`config.mk`:
```
export PLATFORM = sky130hd
export DESIGN_NAME = bsv_small_fifo
export DESIGN_NICKNAME = d
export VERILOG_FILES = /design/src/rtl/bsv_small_fifo.sv
export SDC_FILE = /design/constraint.sdc
export NUM_CORES = 1
export LEC_CHECK = 0
export ABC_AREA = 1
export CORE_MARGIN = 2
export CORE_UTILIZATION = 45
export CTS_CLUSTER_DIAMETER = 150
export CTS_CLUSTER_SIZE = 20
export DETAILED_ROUTE_END_ITERATION = 10
export GPL_TIMING_DRIVEN = 0
export HOLD_SLACK_MARGIN = 0.03
export PLACE_DENSITY = 0.81
export SLEW_MARGIN = 10
export SYNTH_ARGS = -nofsm -noshare
export SYNTH_HDL_FRONTEND = slang
export SYNTH_SLANG_ARGS = --single-unit
```
`constraint.sdc`:
```
create_clock -name CLK -period 3.4 [get_ports CLK]
set_input_delay 1.02 -clock CLK [delete_from_list [all_inputs] [get_ports CLK]]
set_output_delay 1.02 -clock CLK [all_outputs]
set_load 0.005 [all_outputs]
```
`src/rtl/bsv_small_fifo.sv`:
```
// Register-based FIFO of depth 1 or 2 with FULL_N/EMPTY_N status and synchronous clear.
// Optional FIFO_ERROR_CHECK_EN adds simulation-only overflow/underflow warnings.
module bsv_small_fifo #(
  parameter int width = 8,
  parameter int depth = 2
) (
  input  logic             CLK,
  input  logic             RST_N,
  input  logic [width-1:0] D_IN,
  input  logic             ENQ,
  input  logic             DEQ,
  input  logic             CLR,
  output logic [width-1:0] D_OUT,
  output logic             FULL_N,
  output logic             EMPTY_N
);

  generate
    if (depth != 1 && depth != 2) begin : g_bad_depth
      $error("bsv_small_fifo: depth must be 1 or 2");
    end
    if (width < 1) begin : g_bad_width
      $error("bsv_small_fifo: width must be at least 1");
    end
  endgenerate

  localparam logic [1:0] DEPTH_C = depth[1:0];

  logic [1:0]       count_q, count_d;
  logic [width-1:0] data0_q, data0_d;
  logic [width-1:0] data1_q, data1_d;
  logic             enq_eff, deq_eff;

  assign FULL_N  = (count_q < DEPTH_C);
  assign EMPTY_N = (count_q != 2'd0);
  assign D_OUT   = data0_q;

  assign enq_eff = ENQ & FULL_N;
  assign deq_eff = DEQ & EMPTY_N;

  always_comb begin
    count_d = count_q;
    data0_d = data0_q;
    data1_d = data1_q;
    if (CLR) begin
      count_d = 2'd0;
    end else begin
      case ({enq_eff, deq_eff})
        2'b10: begin
          if (count_q == 2'd0) begin
            data0_d = D_IN;
            count_d = 2'd1;
          end else begin
            data1_d = D_IN;
            count_d = 2'd2;
          end
        end
        2'b01: begin
          if (count_q == 2'd2) begin
            data0_d = data1_q;
          end
          count_d = count_q - 2'd1;
        end
        // Only reachable at count 1 of a two-entry FIFO: replace the head in place.
        2'b11: begin
          data0_d = D_IN;
        end
        default: ;
      endcase
    end
  end

  always_ff @(posedge CLK) begin
    if (!RST_N) begin
      count_q <= 2'd0;
      data0_q <= '0;
      data1_q <= '0;
    end else begin
      count_q <= count_d;
      data0_q <= data0_d;
      data1_q <= data1_d;
    end
  end

`ifdef FIFO_ERROR_CHECK_EN
  always @(posedge CLK) begin
    if (RST_N && !CLR) begin
      if (ENQ && !FULL_N)  $display("%m: enqueue to full FIFO");
      if (DEQ && !EMPTY_N) $display("%m: dequeue from empty FIFO");
    end
  end
`endif

endmodule

```
==> results of run 1 <==
[Yosys cell counts]
library cell	instances	area (sq um)
dfxtp_1	18	360
nand3_2	2	20.0
nand2_1	21	78.8
nand2_4	2	22.5
buf_6	3	33.8
inv_2	2	7.51
buf_12	1	20.0
ha_1	4	50.1
nor2_4	1	11.3
nand3_1	7	35.0
o21ai_1	1	5.00
o21ai_0	9	45.0
nor2_1	24	90.1
a21oi_4	1	16.3
inv_1	23	86.3
a21oi_1	19	95.1
buf_4	1	7.51
clkbuf_8	1	13.8
[stage by stage]
stage	utilization, %	area, sq um
after floorplan	-	998
after global placement	58.4	1250
after detailed placement	58.4	1250
after CTS	60.0	1290
after global routing	60.0	1290
final	60.0	1290
[cells by family after synthesis]
family                     count (synthesis)  synth area share [%]
and+or+nand+nor                           57                  25.8
buffers and inverters                     31                  16.9
AOI/OAI and AO/OA                         30                  16.2
DFF                                       18                  36.1
adders and majority gates                  4                  5.01
[worst min-delay path by stage]
| stage | slack [ps] | depth (start not counted) | from | endpoint |
|---|---|---|---|---|
| after floorplan | 440 | 2 | count_q[0] | count_q[0] |
| after global placement | 450 | 2 | count_q[0] | count_q[0] |
| after detailed placement | 460 | 2 | count_q[0] | count_q[0] |
| after CTS | 480 | 2 | count_q[0] | count_q[0] |
| after global routing | 510 | 2 | count_q[0] | count_q[0] |
| final | 480 | 2 | count_q[0] | count_q[0] |
[layer usage]
layer / up-vias / global-route usage [%] / share of wire [%]
li1: 482 / - / -
met1: 416 / 19.0 / 43
met2: 27 / 29.9 / 51
met3: 3 / 2.63 / 4.5
met4: 0 / 8.11 / 1.0
met5: - / 0 / 0
[worst register-to-register path, stage by stage (launching register included)]
cell     delay [ps]
dfxtp_1         330
inv_1           130
ha_1            290
inv_2            90
nand2_4          80
inv_1            50
ha_1            200
buf_6           150
a21oi_4         230
buf_6           170
nand3_2          80
nand2_1          60
nor2_1           40
[power by group]
| group | internal, mW | total, mW | switching, mW |
|---|---|---|---|
| combinational | 0.0709 | 0.138 | 0.0672 |
| sequential | 0.227 | 0.235 | 0.00779 |
| clock | 0.0654 | 0.134 | 0.0689 |
| total | 0.364 | 0.508 | 0.144 |
[cell usage in the layout, fill, tap and decap left out]
cell type | netlist | routed
clkbuf_4 | 0 | 3
o21ai_0 | 9 | 9
clkbuf_8 | 1 | 2
clkdlybuf4s50_1 | 0 | 22
o21ai_1 | 1 | 1
a21oi_4 | 1 | 1
buf_4 | 1 | 1
buf_12 | 1 | 1
nand3_1 | 7 | 7
nand3_2 | 2 | 2
nand2_1 | 21 | 21
inv_1 | 23 | 23
buf_6 | 3 | 3
nor2_1 | 24 | 24
dfxtp_1 | 18 | 18
nor2_4 | 1 | 1
ha_1 | 4 | 4
a21oi_1 | 19 | 19
nand2_4 | 2 | 2
inv_2 | 2 | 2
[sequential cells by signal, indices dropped and copies added (netlist names)]
name     count
D_OUT        8
count_q      2
data1_q      8
[layout make-up]
class	instances	area, sq um
fillers	198	858
multi-input cells	91	469
flip-flops and latches	18	360
repair buffers	22	220
inverters	25	93.8
plain buffers	6	75.1
clock buffers	4	36.3
well taps	28	35.0
==> flow_summary.ini, run 1 <==
[synth]
synth_nets = 157
ys_seq_area_share_pct = 36.1
syn_inst = 140
synth-seq-cells = 18
ys.warnings.count = 0
synth_area_sq_um = 998
ys_types = 18
syn_area_per_cell_sq_um = 7.13

[worst_setup_path]
crit_end = EMPTY_N
cp.arrival_ps = 1620
r2r_start = count_q[1]
cp.required_ps = 2380
startpoint_type = register
path_max_fanout = 5
worstSetupEndpointType = output pin
rr_endpoint = D_OUT[6]
critPathLaunch = count_q[1]
path_depth = 4
cp_top_family = buffers and inverters
critPathBufInv = 3
worst-r2r-cell-count = 12
critPathKind = register to output pin
ff2ff_setup_slack_ps = 1430
cp_slowest_cell = clkdlybuf4s50_1
crit_path_cell_trace = inv_1 > ha_1 > inv_2 > clkdlybuf4s50_1
cpPeakStageDelay_ps = 510

[floorplanning]
rows = 17
die_w_microns = 51.1
core_area_sq_mm = 0.00215
num_io_pins = 23
die_area_sq_mm = 0.00261
initial_utilization_pct = 46.5
dieHeight_microns = 51.1

[layout]
area_growth_pct = 29.2
fin_cells = 194
final_nets = 184
drive_gt1_share_pct = 10.8
num_antenna_cells = 0

[routing]
ant_nets = 0
wl_per_cell_microns = 9.94
drtPass1Iterations = 4
drc_errors = 0
vias = 928
wl_microns = 1930
drtIter0Drc = 22
vias_per_cell = 4.78

[clock_network]
cts_tree = yes
clock-sinks = 18
cts_buffer_depth = 2
root_buffer = clkbuf_4
cts_setup_buffers = 0
clock_latency_ps = 300
holdBufCountCts = 0
clk_pin_slew_ps = 100
cts-buffers-inserted = 3
cts_resized = 0
cts_htree_levels = 1

[sta]
finalClockSkew_ps = 2.60
setup_tns_ps = 0
fin_crit_ps = 2640
tightest_slew_ps = 260
grt_setup_unrepaired = false
holdWs_ps = 478
fmaxAchievable_mhz = 379
setup_violations = 0
final-hold-violation-count = 0
slew_viol_final = 0
post-route-period-util_pct = 77.6
maxSlewHeadroom_pct = 82.6
setup_slack_ps = 763

[global_routing]
grt_pass1_wl_microns = 3280
grt_usage_pct = 16.7
grt_pass1_vias = 844
antenna_found_initial = 0
overflow = 0
grt_max_degree = 11

[pwr]
leakagePower_nw = 0.650
p_per_area_mw_per_mm2 = 394
total_power_mw = 0.508
vdd_drop_max_v = 0.000222

[place]
gp_congestion = 0.737
place_ws_ps = 750
dp.cells = 190
dp_hpwl_microns = 1550
port_buffers = 22

[run_status]
status = completed

[run]
maxCapViolations = 0

[worst_hold_path]
min_path_type = register to register
Power figures use the tool's default switching activity.
==> run 2: changes to the inputs <==
Clock period 3.4 ns to 2.6 ns, I/O delays scaled along.
==> results of run 2 <==
Same layout as run 1 (identical final DEF). Status: completed.
Main changes from that run: setup slack after placement 750 ps -> 190 ps; setup slack after layout 763 ps -> 203 ps; register-to-register setup slack 1430 ps -> 630 ps; total power 0.508 mW -> 0.664 mW; worst IR drop on VDD 0.000222 V -> 0.000290 V
==> run 3: changes to the inputs <==
Settings changed: CORE_MARGIN 2 to unset.
==> flow_summary.ini, run 3 (same netlist as run 1, synthesis figures left out) <==
[layout]
final_nets = 184
layout_commonest_cell = nor2_1
fin_cells = 193
final_cell_mix = nor2_1 (24), inv_1 (23), clkdlybuf4s50_1 (22)
area_growth_pct = 29.1
drive_gt1_share_pct = 10.8
num_antenna_cells = 0

[clock_network]
root_buffer = clkbuf_4
cts_htree_levels = 1
clock-sinks = 18
cts_resized = 0
holdBufCountCts = 0
cts_setup_buffers = 0
clk_pin_slew_ps = 100
cts_tree = yes
clock_latency_ps = 290
cts_buffer_depth = 2
cts-buffers-inserted = 3

[pwr]
p_per_area_mw_per_mm2 = 511
vdd_drop_max_v = 0.000350
leakagePower_nw = 0.650

[worst_setup_path]
startpoint_type = register
worstSetupEndpointType = output pin
cp_slowest_cell = clkdlybuf4s50_1
cp.arrival_ps = 1590
crit_path_cell_trace = inv_1 > ha_1 > inv_2 > clkdlybuf4s50_1
critPathKind = register to output pin
cp.required_ps = 1820
path_max_fanout = 5
cpPeakStageDelay_ps = 500

[sta]
post-route-period-util_pct = 91.3
setup_tns_ps = 0
grt_setup_unrepaired = false
slew_viol_final = 0
fmaxAchievable_mhz = 421
final-hold-violation-count = 0
setup_violations = 0
setup_slack_ps = 225
holdWs_ps = 485
finalClockSkew_ps = 2.77
fin_crit_ps = 2370
maxSlewHeadroom_pct = 80.5
tightest_slew_ps = 292

[global_routing]
grt_usage_pct = 19.4
grt_pass1_vias = 920
antenna_found_initial = 0
grt_max_degree = 11
overflow = 0
grt_pass1_wl_microns = 3640

[floorplanning]
die_area_sq_mm = 0.00241
core_area_sq_mm = 0.00202
initial_utilization_pct = 49.4
dieHeight_microns = 49.1
rows = 16
num_io_pins = 23
die_w_microns = 49.1

[place]
dp.cells = 189
dp_hpwl_microns = 1580
port_buffers = 22
place_ws_ps = 199
gp_congestion = 0.788

[routing]
drtIter0Drc = 8
ant_nets = 0
wl_per_cell_microns = 10.7
drtPass1Iterations = 3
wl_microns = 2060
drc_errors = 0
vias_per_cell = 4.80
vias = 927

[worst_hold_path]
min_path_type = register to register

[run_status]
status = completed

[run]
maxCapViolations = 0
==> run 3: metal layers <==
layer | part of all wire [%] | vias to the layer above | global-route usage (%)
met5 | 0 | - | 0
met4 | 2.4 | 0 | 10.8
met3 | 2.9 | 6 | 3.12
met2 | 49 | 16 | 35.2
met1 | 46 | 419 | 21.1
li1 | - | 486 | -
==> run 3: worst paths after layout <==
path | cells past startpoint | slack, ps | startpoint | to
worst max-delay path | 4 | 230 | count_q[1] | EMPTY_N
worst min register to register | 2 | 490 | count_q[0] | count_q[0]
worst max register to register | 12 | 640 | count_q[1] | D_OUT[0]
worst min-delay path | 2 | 490 | count_q[0] | count_q[0]
==> run 3: metrics by stage <==
step / total power, mW / utilization (%) / instance area [sq um]
final: 0.659 / 63.7 / 1290
after detailed placement: 0.497 / 61.9 / 1250
after global routing: 0.706 / 63.7 / 1290
after CTS: 0.666 / 63.7 / 1290
after floorplan: 0.423 / - / 998
after global placement: 0.490 / 61.9 / 1250
==> run 3: cell type report <==
cell class                      instances  area [sq um]
Multi-Input combinational cell         91           469
Inverter                               25          93.8
Timing Repair Buffer                   22           220
Buffer                                  6          75.1
Fill cell                             176           733
Sequential cell                        18           360
Tap cell                               27          33.8
Clock buffer                            4          36.3
==> run 3: power by group <==
part	internal (mW)	switching, mW
Sequential	0.297	0.0107
Clock	0.0853	0.0832
Combinational	0.0927	0.0895
Total	0.475	0.183
==> run 3: worst max-delay path: cells and delay by family (launching register included) <==
kind                       cells  cell delay [ps]
adders and majority gates      1              260
DFF                            1              340
buffers and inverters          3              700
